## src/rtl/lram_pkg.sv

```systemverilog
// -----------------------------------------------------------------------------
// lram_pkg
// Shared constants, types and helpers for the LUTRAM-based FIFO slice.
//   LRAM_BANK_W    : data width of one RAM64M8-class bank
//   LRAM_MAX_DEPTH : word count of one bank address space
//   lram_addr_t    : physical bank address (full 64-word space)
//   lram_banks()   : number of banks needed for a given data width
// -----------------------------------------------------------------------------
package lram_pkg;

  localparam int LRAM_BANK_W    = 8;
  localparam int LRAM_MAX_DEPTH = 64;
  localparam int LRAM_MAX_AW    = $clog2(LRAM_MAX_DEPTH);

  // Physical bank address; logical FIFO pointers of AW bits zero-extend into it.
  typedef logic [LRAM_MAX_AW-1:0] lram_addr_t;

  // Number of 8-bit banks required to hold 'width' data bits.
  function automatic int lram_banks(input int width);
    return (width + LRAM_BANK_W - 1) / LRAM_BANK_W;
  endfunction

endpackage

```

## src/rtl/lram_array.sv

```systemverilog
// -----------------------------------------------------------------------------
// lram_array
// Write-synchronous, read-asynchronous storage built from 8-bit x 64-word
// LUTRAM banks. Unused write-data bits of the last bank are tied low and the
// matching read bits are dropped; address bits above the FIFO depth are tied
// low so entries live in the low words of each bank.
// Ports:
//   clock : write clock (not inverted)
//   we    : write enable
//   waddr : write address, $clog2(DEPTH) bits
//   wdata : write data, WIDTH bits
//   raddr : read address, $clog2(DEPTH) bits
//   rdata : combinational read data, WIDTH bits
// -----------------------------------------------------------------------------
module lram_array
  import lram_pkg::*;
#(
  parameter int WIDTH = 8,
  parameter int DEPTH = 8
) (
  input  logic                     clock,
  input  logic                     we,
  input  logic [$clog2(DEPTH)-1:0] waddr,
  input  logic [WIDTH-1:0]         wdata,
  input  logic [$clog2(DEPTH)-1:0] raddr,
  output logic [WIDTH-1:0]         rdata
);

  localparam int AW    = $clog2(DEPTH);
  localparam int BANKS = lram_banks(WIDTH);
  localparam int PW    = BANKS * LRAM_BANK_W;

  lram_addr_t    wa_s;
  lram_addr_t    ra_s;
  logic [PW-1:0] di_s;
  logic [PW-1:0] do_s;
  logic          unused_do_s;

  // Zero-extend addresses into the bank space and pad data to whole banks.
  always_comb begin
    wa_s           = '0;
    ra_s           = '0;
    di_s           = '0;
    wa_s[AW-1:0]   = waddr;
    ra_s[AW-1:0]   = raddr;
    di_s[WIDTH-1:0] = wdata;
  end

  for (genvar b = 0; b < BANKS; b++) begin : g_bank
    logic [LRAM_BANK_W-1:0] mem_r [LRAM_MAX_DEPTH];

    // Synchronous write port of this bank.
    always_ff @(posedge clock) begin
      if (we) begin
        mem_r[wa_s] <= di_s[b*LRAM_BANK_W +: LRAM_BANK_W];
      end
    end

    assign do_s[b*LRAM_BANK_W +: LRAM_BANK_W] = mem_r[ra_s];
  end

  assign rdata = do_s[WIDTH-1:0];
  // Padding bits of the last bank carry nothing useful.
  assign unused_do_s = ^do_s;

endmodule

```

## src/rtl/lram_fifo.sv

```systemverilog
// -----------------------------------------------------------------------------
// lram_fifo
// First-word-fall-through FIFO on distributed LUTRAM (see lram_array).
// Holds pointers, occupancy and the valid/ready handshakes; flags decode from
// the registered occupancy so there is no combinational in->out path.
// Build option:
//   LRAM_FIFO_OUT_REG_EN : adds a one-entry output register after the RAM.
//     out_valid/out_data come from flops, push-to-out_valid latency is 2,
//     capacity is DEPTH+1 and count includes the register entry.
// Ports:
//   clock     : single clock
//   reset     : synchronous, active-high
//   in_valid  / in_ready  / in_data  : producer handshake and data
//   out_valid / out_ready / out_data : consumer handshake and head entry
//   count     : current occupancy, $clog2(DEPTH)+1 bits
// -----------------------------------------------------------------------------
module lram_fifo
  import lram_pkg::*;
#(
  parameter  int WIDTH = 8,
  parameter  int DEPTH = 8,
  localparam int AW    = $clog2(DEPTH)
) (
  input  logic             clock,
  input  logic             reset,
  input  logic             in_valid,
  output logic             in_ready,
  input  logic [WIDTH-1:0] in_data,
  output logic             out_valid,
  input  logic             out_ready,
  output logic [WIDTH-1:0] out_data,
  output logic [AW:0]      count
);

  localparam logic [AW:0]   CNT_FULL = (AW+1)'(DEPTH);
  localparam logic [AW:0]   CNT_ONE  = (AW+1)'(1);
  localparam logic [AW-1:0] PTR_ONE  = AW'(1);

  logic [AW-1:0]    wr_ptr_r;
  logic [AW-1:0]    rd_ptr_r;
  logic [AW:0]      count_r;
  logic             push_s;
  logic             pop_s;
  logic             rd_adv_s;   // a word leaves the RAM this cycle
  logic [WIDTH-1:0] ram_do_s;

  lram_array #(
    .WIDTH (WIDTH),
    .DEPTH (DEPTH)
  ) u_array (
    .clock (clock),
    .we    (push_s),
    .waddr (wr_ptr_r),
    .wdata (in_data),
    .raddr (rd_ptr_r),
    .rdata (ram_do_s)
  );

`ifdef LRAM_FIFO_OUT_REG_EN
  logic [AW:0]      ram_cnt_r;
  logic             out_valid_r;
  logic [WIDTH-1:0] out_data_r;

  // Back-pressure follows RAM occupancy only; the output register adds one slot.
  assign in_ready  = (ram_cnt_r != CNT_FULL);
  assign pop_s     = out_valid_r & out_ready;
  assign rd_adv_s  = (ram_cnt_r != '0) & (~out_valid_r | pop_s);
  assign out_valid = out_valid_r;
  assign out_data  = out_data_r;

  // RAM-resident entry count: +1 on write, -1 on transfer into the output register.
  always_ff @(posedge clock) begin
    if (reset) begin
      ram_cnt_r <= '0;
    end else begin
      case ({push_s, rd_adv_s})
        2'b10:   ram_cnt_r <= ram_cnt_r + CNT_ONE;
        2'b01:   ram_cnt_r <= ram_cnt_r - CNT_ONE;
        default: ram_cnt_r <= ram_cnt_r;
      endcase
    end
  end

  // Output register: refill from RAM whenever empty or being popped.
  always_ff @(posedge clock) begin
    if (reset) begin
      out_valid_r <= 1'b0;
      out_data_r  <= '0;
    end else if (rd_adv_s) begin
      out_valid_r <= 1'b1;
      out_data_r  <= ram_do_s;
    end else if (pop_s) begin
      out_valid_r <= 1'b0;
      out_data_r  <= out_data_r;
    end else begin
      out_valid_r <= out_valid_r;
      out_data_r  <= out_data_r;
    end
  end
`else
  // Head entry is read straight out of the LUTRAM.
  assign in_ready  = (count_r != CNT_FULL);
  assign out_valid = (count_r != '0);
  assign pop_s     = out_valid & out_ready;
  assign rd_adv_s  = pop_s;
  assign out_data  = ram_do_s;
`endif

  assign push_s = in_valid & in_ready;
  assign count  = count_r;

  // Write/read pointers, wrapping naturally modulo DEPTH.
  always_ff @(posedge clock) begin
    if (reset) begin
      wr_ptr_r <= '0;
      rd_ptr_r <= '0;
    end else begin
      if (push_s) begin
        wr_ptr_r <= wr_ptr_r + PTR_ONE;
      end
      if (rd_adv_s) begin
        rd_ptr_r <= rd_ptr_r + PTR_ONE;
      end
    end
  end

  // Total occupancy: +1 on push only, -1 on pop only.
  always_ff @(posedge clock) begin
    if (reset) begin
      count_r <= '0;
    end else begin
      case ({push_s, pop_s})
        2'b10:   count_r <= count_r + CNT_ONE;
        2'b01:   count_r <= count_r - CNT_ONE;
        default: count_r <= count_r;
      endcase
    end
  end

endmodule
```

## config.mk

```make
export PLATFORM = sky130hd
export DESIGN_NAME = lram_fifo
export DESIGN_NICKNAME = d
export VERILOG_FILES = /design/src/rtl/lram_pkg.sv /design/src/rtl/lram_array.sv /design/src/rtl/lram_fifo.sv
export SDC_FILE = /design/constraint.sdc
export NUM_CORES = 1
export LEC_CHECK = 0
export ABC_AREA = 1
export CAP_MARGIN = 20
export CORE_ASPECT_RATIO = 0.5
export CORE_MARGIN = 10
export CORE_UTILIZATION = 60
export CTS_BUF_LIST = sky130_fd_sc_hd__clkbuf_2 sky130_fd_sc_hd__clkbuf_4 sky130_fd_sc_hd__clkbuf_8
export CTS_CLUSTER_SIZE = 40
export DETAILED_ROUTE_END_ITERATION = 8
export PLACE_DENSITY = 0.81
export SETUP_SLACK_MARGIN = 0.02
export SYNTH_ARGS = -nofsm -noshare
export SYNTH_HDL_FRONTEND = slang
export SYNTH_HIERARCHICAL = 1
export SYNTH_SLANG_ARGS = --single-unit
```

## constraint.sdc

```tcl
create_clock -name clock -period 2.22 [get_ports clock]
set_input_delay 0.333 -clock clock [delete_from_list [all_inputs] [get_ports clock]]
set_output_delay 0.333 -clock clock [all_outputs]
set_load 0.01 [all_outputs]
```

==> qor.yml <==
p_leak_nw: 1.912
num_rows: 19
grt_pass1_vias: 2478
max_cap_violations: 0
crit_family: "buffers and inverters"
place_congestion: 0.8068
fp.dieH_um: 73.69
avgViaCountPerCell: 5.115
regToRegEndpoint: "count[3]$_SDFFE_PP0P_"
min_path_type: "reg2reg"
synth_cell_types: 21
clock_path_buffers: 2
power.density_nw_per_um2: 1051
cts_sinks: 74
crit_top_cell: "nand2_1"
setup_tns_ps: 0
clock_skew_ps: 7.183
worstHoldStart: "wr_ptr_r[2]$_SDFFE_PP0P_"
hold_depth: 2
avgSynthCellArea_um2: 9.398
slew_headroom_pct: 72.37
synthXorXnorAreaFrac_pct: 0.7598
arrival_ps: 1780
fin_crit_sh_pct: 95.06
cts_made_buffers: 9
start_util_pct: 62.44
synthAdderAreaFrac_pct: 2.388
final_common_cell: "nand2_1"
diodes: 0
insertion_delay_ps: 350
cp-start-kind: "flip-flop"
crit_slowest_cell: "clkdlybuf4s50_1"
syn-num-nets: 386
tightest_slew_ps: 414.0
layout.nets: 427
max-vdd-ir-drop_v: 0.0006390
drive_above_1_share_pct: 10.63
power.total_mw: 4.260
die_w_um: 127.4
die-area_um2: 9385
holdPathEnd: "wr_ptr_r[2]$_SDFFE_PP0P_"
worstPathCellList: "inv_6, nand2_1, nand3_1, nand2_1, nand2_1, nand2_1, clkdlybuf4s50_1"
grt_antenna_before_repair: 0
critical_path_class: "reg2out"
grt_usage_pct: 16.70
ff2ff_setup_slack_ps: 260
cts_root_buf: "clkbuf_8"
seq_area_frac_synth_pct: 61.36
setup_viol: 0
area_growth_pct: 17.15
grt_max_degree: 33
r2r-start: "count[0]$_SDFFE_PP0P_"
grt_pass1_wl_um: 11990
cts_max_level: 3
required_ps: 1890
overflow: 0
hold_viol_final: 0
cpPeakStageDelay_ps: 530
syn_inst: 368
fmax_ghz: 0.4739
muxShareOfSynthArea_pct: 0
path_clk_slew_ps: 80
critPathBufInv: 2
status: "finished, final reports clean"
cts_tree: "built"
yosys.area_share.simple_pct: 21.82
synth-seq-cells: 74
layout_common_cells: "nand2_1, inv_1, edfxtp_1, nand3_1, clkdlybuf4s50_1"
vias: 2491
drc: 0
ys.warnings.count: 6
cp_max_fo: 32
dp_hpwl_um: 4900
wl_per_cell_um: 15.59
core_area_um2: 5539
drt-total-wl_um: 7594
final_antenna_net_count: 0
firstDrtPassIters: 5
port_buffers: 25
period_needed_ps: 2110
synth_top_family_by_area: "simple AND/OR/NAND/NOR gates"
drtIter0Drc: 196
synth_compound_area_share_pct: 1.737
final-max-slew-violation-count: 0
end_kind: "output port"
rr_worst_depth: 12
design.portCount: 26
synth_area_um2: 3458
rsz0062_at_grt: "no"
cells by family (layout without fill, tap and decap cells):
group / Yosys count / after routing
XOR/XNOR: 3 / 3
adder cells (fa/ha/maj): 6 / 6
AND/OR/NAND/NOR: 180 / 180
buffers and inverters: 93 / 139
flip-flops: 74 / 74
AO/OA/AOI/OAI: 12 / 12
flip-flops by register name, indices dropped and copies added (netlist names):
name / count
u_array/g_bank.mem_r: 64
count: 4
rd_ptr_r: 3
wr_ptr_r: 3
how the worst max path moves through the flow:
stage	start	end	slack, ps	cells past startpoint
finish	rd_ptr_r[0]$_SDFFE_PP0P_	out_data[4]	110	7
global route	rd_ptr_r[0]$_SDFFE_PP0P_	out_data[4]	20	7
CTS	rd_ptr_r[0]$_SDFFE_PP0P_	out_data[2]	20	7
detailed placement	out_ready	count[2]$_SDFFE_PP0P_	90	9
global placement	in_valid	count[3]$_SDFFE_PP0P_	160	10
floorplan	count[0]$_SDFFE_PP0P_	count[3]$_SDFFE_PP0P_	390	12
repair_timing:
item	4_1_cts	5_1_grt
endpoints found under the setup margin	8	7
hold buffers	0	0
buffers inserted	0	2
gates resized for setup	5	9
worst register-to-register path, stage by stage, from the launching register on:
cell and delay, ps:
dfxtp_1 390, nor2_4 150, nand3_2 110, nand2_2 100
inv_2 50, ha_1 230, ha_1 340, a21oi_1 220
nand2_1 70, nand2_1 60, nand3_1 60, nand2_1 60
inv_1 30
cell type report:
type,instances,area [um2]
well taps,73,91.34
repair buffers,41,392.9
multi-input cells,201,923.4
inverters,82,317.8
clock buffers,10,131.4
flip-flops and latches,74,2127
fillers,379,1488
clock inverters,6,67.56
cells in the mapped netlist:
| master | n | area share [%] |
|---|---|---|
| buf_6 | 6 | 2.0 |
| ha_1 | 5 | 1.8 |
| nand2_4 | 1 | 0.33 |
| buf_4 | 3 | 0.65 |
| nand2_2 | 2 | 0.36 |
| nor2_4 | 1 | 0.33 |
| edfxtp_1 | 64 | 56 |
| a21oi_1 | 7 | 1.0 |
| inv_4 | 2 | 0.36 |
| inv_2 | 2 | 0.22 |
| xnor2_1 | 1 | 0.25 |
| fa_1 | 1 | 0.58 |
| nand2_1 | 121 | 13 |
| nand3_2 | 2 | 0.58 |
| o21ai_0 | 5 | 0.72 |
| buf_2 | 2 | 0.29 |
| inv_1 | 78 | 8.5 |
| xor2_1 | 2 | 0.51 |
| dfxtp_1 | 10 | 5.8 |
| nand3_1 | 37 | 5.4 |
| nor2_1 | 16 | 1.7 |
metal layers:
layer	up-vias	GRT usage [%]	wire length [um]
li1	1222	-	-
met1	1136	18.45	2985
met2	124	28.90	3722
met3	9	6.533	825
met4	0	6.399	60
met5	-	0	0
metrics by stage:
step	cells	setup slack [ps]	utilization [%]	area [um2]	hold slack [ps]
after floorplan	368	388.6	-	3458	402.1
after detailed placement	469	88.25	68.69	3805	518.3
after global routing	487	24.53	73.14	4051	577.5
after global placement	469	163.7	68.69	3805	520.4
after CTS	485	22.84	72.42	4011	530.4
final	487	109.6	73.14	4051	529.7
power breakdown:
group          internal [mW]  switching, mW  total [mW]  leakage [nW]
clock network          0.533          0.500        1.03        0.0959
logic                  0.619          0.862        1.48          1.15
registers               1.64          0.109        1.75         0.664
total                   2.79           1.47        4.26          1.91
(Power assumes the default switching activity.)
